File: src/rtl/regfile_pkg.sv
// regfile_pkg: shared register-bus widths and enable/reset levels for the MIPS pipeline.
// Used by regfile and regfile_rd_port (optional write-to-read bypass: REGFILE_BYPASS_EN).
package regfile_pkg;
   localparam int           REG_BUS      = 32;
   localparam int           REG_ADDR_BUS = 5;
   localparam int           REG_NUM      = 32;
   localparam logic [31:0]  ZERO_WORD    = 32'h0000_0000;
   localparam logic [4:0]   NOP_REG_ADDR = 5'b00000;
   localparam logic         RST_ENABLE   = 1'b1;
   localparam logic         WRITE_ENABLE = 1'b1;
   localparam logic         READ_ENABLE  = 1'b1;
   localparam logic         READ_DISABLE = 1'b0;
endpackage

File: src/rtl/regfile_rd_port.sv
// regfile_rd_port: priority mux for one combinational read port of the register file.
// The writeback bypass compare exists only when REGFILE_BYPASS_EN is defined.
module regfile_rd_port
   import regfile_pkg::*;
#(
   parameter int DATA_W = REG_BUS,
   parameter int ADDR_W = REG_ADDR_BUS
) (
   input  logic              rst,
   input  logic              re,
   input  logic [ADDR_W-1:0] raddr,
   input  logic              we,
   input  logic [ADDR_W-1:0] waddr,
   input  logic [DATA_W-1:0] wdata,
   input  logic [DATA_W-1:0] mem_data,
   output logic [DATA_W-1:0] rdata
);
   logic hit;
`ifdef REGFILE_BYPASS_EN
   // raddr != 0 is already covered by the higher-priority zero case below
   assign hit = (we == WRITE_ENABLE) && (waddr == raddr);
`else
   logic unused_bypass;
   assign unused_bypass = &{1'b0, we, waddr, wdata};
   assign hit = 1'b0;
`endif
   always_comb begin
      rdata = (rst == RST_ENABLE || re == READ_DISABLE || raddr == ADDR_W'(NOP_REG_ADDR))
              ? DATA_W'(ZERO_WORD) : hit ? wdata : mem_data;
   end
endmodule

File: src/rtl/regfile.sv
// regfile: 2-read/1-write MIPS register file, $0 hardwired to zero, clocked writes.
// Define REGFILE_BYPASS_EN to forward same-cycle writeback data to the read ports.
module regfile
   import regfile_pkg::*;
#(
   parameter int DATA_W   = REG_BUS,
   parameter int ADDR_W   = REG_ADDR_BUS,
   parameter int NUM_REGS = REG_NUM
) (
   input  logic              clk,
   input  logic              rst,
   input  logic              we,
   input  logic [ADDR_W-1:0] waddr,
   input  logic [DATA_W-1:0] wdata,
   input  logic              re1,
   input  logic [ADDR_W-1:0] raddr1,
   output logic [DATA_W-1:0] rdata1,
   input  logic              re2,
   input  logic [ADDR_W-1:0] raddr2,
   output logic [DATA_W-1:0] rdata2
);
   logic [DATA_W-1:0] mem [NUM_REGS];
   always_ff @(posedge clk) begin
      if (rst == RST_ENABLE) begin
         for (int i = 0; i < NUM_REGS; i++) mem[i] <= DATA_W'(ZERO_WORD);
      end else if (we == WRITE_ENABLE && waddr != ADDR_W'(NOP_REG_ADDR)) begin
         mem[waddr] <= wdata;
      end
   end
   regfile_rd_port #(.DATA_W(DATA_W), .ADDR_W(ADDR_W)) u_rd1 (
      .rst(rst), .re(re1), .raddr(raddr1), .we(we), .waddr(waddr), .wdata(wdata),
      .mem_data(mem[raddr1]), .rdata(rdata1)
   );
   regfile_rd_port #(.DATA_W(DATA_W), .ADDR_W(ADDR_W)) u_rd2 (
      .rst(rst), .re(re2), .raddr(raddr2), .we(we), .waddr(waddr), .wdata(wdata),
      .mem_data(mem[raddr2]), .rdata(rdata2)
   );
endmodule
File: config.mk
export PLATFORM = sky130hd
export DESIGN_NAME = regfile
export DESIGN_NICKNAME = d
export VERILOG_FILES = /design/src/rtl/regfile_pkg.sv /design/src/rtl/regfile_rd_port.sv /design/src/rtl/regfile.sv
export SDC_FILE = /design/constraint.sdc
export NUM_CORES = 2
export LEC_CHECK = 0
export CAP_MARGIN = 25
export CELL_PAD_IN_SITES_DETAIL_PLACEMENT = 0
export CELL_PAD_IN_SITES_GLOBAL_PLACEMENT = 1
export CORE_MARGIN = 1
export CORE_UTILIZATION = 45
export DETAILED_ROUTE_END_ITERATION = 7
export PLACE_DENSITY = 0.71
export SKIP_CTS_REPAIR_TIMING = 1
export SLEW_MARGIN = 20
export SYNTH_ARGS = -nofsm -noshare
export SYNTH_HDL_FRONTEND = slang
export SYNTH_HIERARCHICAL = 1
export SYNTH_SLANG_ARGS = --single-unit
File: constraint.sdc
create_clock -name clk -period 3.8 [get_ports clk]
set_input_delay 0.38 -clock clk [delete_from_list [all_inputs] [get_ports clk]]
set_output_delay 0.38 -clock clk [all_outputs]
set_load 0.01 [all_outputs]
==> run_results.csv <==
group,metric,value,unit
yosys,ys_warn_count,6,
drt,wl,213000,µm
layout,final_nets,4899,
cts,htreeDepth,3,
layout,final_cell_count_no_fill,6600,
place,globalplace.congestion,0.862,
sta,fin_setup_tns,0,ns
yosys,syn_inst,4761,
layout,top_regs,"mem: 1024 flops",
die,die_h,358,µm
yosys,synth_edf_count,1024,
drt,top_layer,"met4",
cts,numCtsBuffers,115,
sta,rsz0062_at_grt,"false",
yosys,synthFlopType,"edfxtp_1",
layout,areaGrowthSynthToFinish,14.7,%
drt,ant_nets,0,
global_routing,grt_pass1_vias,40300,
global_routing,overflow,0,
setup_path,cp-endpoint,"rdata1[23]",
drt,wl_met2,95900,µm
layout,fill_cells,10700,
yosys,ys_seq_area_share,54.0,%
place,io_buffers,115,
yosys,ys_types,32,
setup_path,required,3.42,ns
sta,holdWs,0.320,ns
yosys,netlist.area_leader.share,54.0,%
sta,fin_crit,3.68,ns
place,place_hpwl,125000,µm
global_routing,grt_pass1_wl,297000,µm
die,rows,130,
cts,cts_tree,"built",
drt,wl_met3,21100,µm
drt,wl_met1,88600,µm
yosys,syn_area_per_cell,12.0,µm²
layout,largest_register_ffs,1024,
sta,slew_viol_final,0,
sta,slew_headroom,30.2,%
sta,setup_viol,0,
setup_path,crit_path_start_kind,"primary input",
drt,drt-wirelength-per-cell,32.3,µm
die,initial_core_util,45.3,%
drt,drtIter0Drc,4976,
global_routing,grt_usage,32.8,%
power,pwr_density_cell,429,nW/µm²
cts,clkTransAtPathRegs,0.06,ns
global_routing,grt_max_degree,74,
yosys,yosys.area.top_type,"edfxtp_1",
sta,timing.fmax,272,MHz
job,drv_cap,0,
die,core-area,126000,µm²
sta,finalHoldViolCount,0,
yosys,synth_area_leaders,"edfxtp_1 54%, mux2i_1 18%, and2_1 11%, a22oi_1 2.5%, a21oi_1 2.2%",
setup_path,cp_max_fo,24,
status,status,"completed",
yosys,async_flop_share,0,%
die,die-width,358,µm
yosys,netlist_area,56900,µm²
power,peakVddDrop,0.000358,V
setup_path,critPathKind,"primary input to output port",
cts,cts_buffer_depth,3,
drt,dr.pass1.iters,6,
yosys,ys_ff_latch,1024,
drt,drc,0,
place,dp.cells,6371,
power,leakagePower,25.5,nW
layout,seq_area,30700,µm²
layout,layout-drive-gt1-share,11.2,%
sta,tightest_slew,1.04,ns
setup_path,startpoint,"raddr1[2]",
die,die-area,128000,µm²
drt,vias,41100,
worst_hold_path,hold_path.class,"primary input to register",
setup_path,arrival,3.30,ns
cts,root_buffer,"clkbuf_16",
setup_path,crit_path_end_kind,"output port",
drt,vias_per_cell,6.23,
die,ios,116,
global_routing,antenna_found_initial,14,
layout,regMostFlops,"mem",
layout,multiInputGateArea,24200,µm²
cts,clock_sinks,1024,
sta,fin_crit_sh,96.9,%
==> Yosys cell counts (24+ instances only) <==
cell / n
a21oi_1: 252
a22o_1: 128
a22oi_1: 192
a31oi_1: 64
and2_1: 994
buf_1: 24
buf_2: 119
buf_4: 63
clkbuf_1: 230
edfxtp_1: 1024
mux2i_1: 1024
nand2_1: 196
nand3_1: 193
nand3b_1: 67
nor3_1: 64
or2_2: 33
==> cell type report <==
cell class	instances	area share, %
flip-flops and latches	1024	47.1
multi-input cells	3297	37.0
repair buffers	407	7.09
clock buffers	138	4.61
well taps	1650	3.16
clock inverters	72	0.937
diodes	10	0.0383
inverters	2	0.0115
==> per-layer routing <==
layer  track usage (%)  vias to the layer above
li1                  -                    17600
met1              45.5                    20900
met4              11.9                        0
met2              50.8                     2236
met3              6.91                      411
met5                 0                        -
==> worst min-delay path by stage <==
stage	slack, ns	from	cells after the start	to
floorplan	0.58	wdata[31]	1	mem[1][31]
global placement	1.15	rst	2	mem[0][31]
detailed placement	1.10	wdata[26]	2	mem[3][26]
CTS	0.35	wdata[26]	2	mem[3][26]
global route	0.33	wdata[8]	2	mem[29][8]
finish	0.32	wdata[8]	2	mem[24][8]
==> through the flow <==
step	total power [mW]	instance area [µm²]	utilization [%]	setup WS [ns]
2_1_floorplan	15.5	57000	-	1.71
3_3_place_gp	17.1	61500	49.0	-0.117
3_5_place_dp	17.2	61500	49.0	-0.127
4_1_cts	28.0	65100	51.9	-0.144
5_1_grt	28.7	65200	52.0	0.0938
6_report	28.0	65300	52.0	0.120
==> report_power, final <==
group          leakage [nW]  internal, mW  switching (mW)
clock                  1.79          6.27            4.69
sequential             9.75          13.1           0.306
combinational          13.9          1.35            2.31
==> cell families after synthesis <==
family / after synthesis / share of synthesized area, %
flops: 1024 / 54.0
simple gates: 1600 / 16.4
buf+inv: 472 / 4.09
other cells: 1 / 0.00659
mux: 1024 / 18.0
compound gates: 640 / 7.48
==> worst max-delay path, cell delays in order <==
cell and delay (ns):
clkdlybuf4s50_1 0.46, buf_4 0.24, nor2b_4 0.33, buf_12 0.25
buf_4 0.21, a22o_1 0.13, nor3_1 0.05, a31oi_1 0.25
nand3_1 0.23, nand3b_1 0.16, a21oi_1 0.05, clkdlybuf4s50_1 0.50
==> placed cells by master, fill, tap and decap left out, drive strengths merged <==
master and count:
a22o 128, a21oi 256, nor4 2, edfxtp 1024, clkinv 58, inv 5, buf 301, or3 2
nor2 35, and2 995, nand2 196, nand3b 68, clkinvlp 1, nand2b 5, conb 32, a31oi 64
bufinv 10, or2 33, diode 10, mux2i 1024, a22oi 192, clkdlybuf4s50 103, dlymetal6s2s 3, clkbuf 138
nor2b 5, or3b 2, nand3 194, nor3 64
No activity file was read; power rests on OpenSTA's default activity.
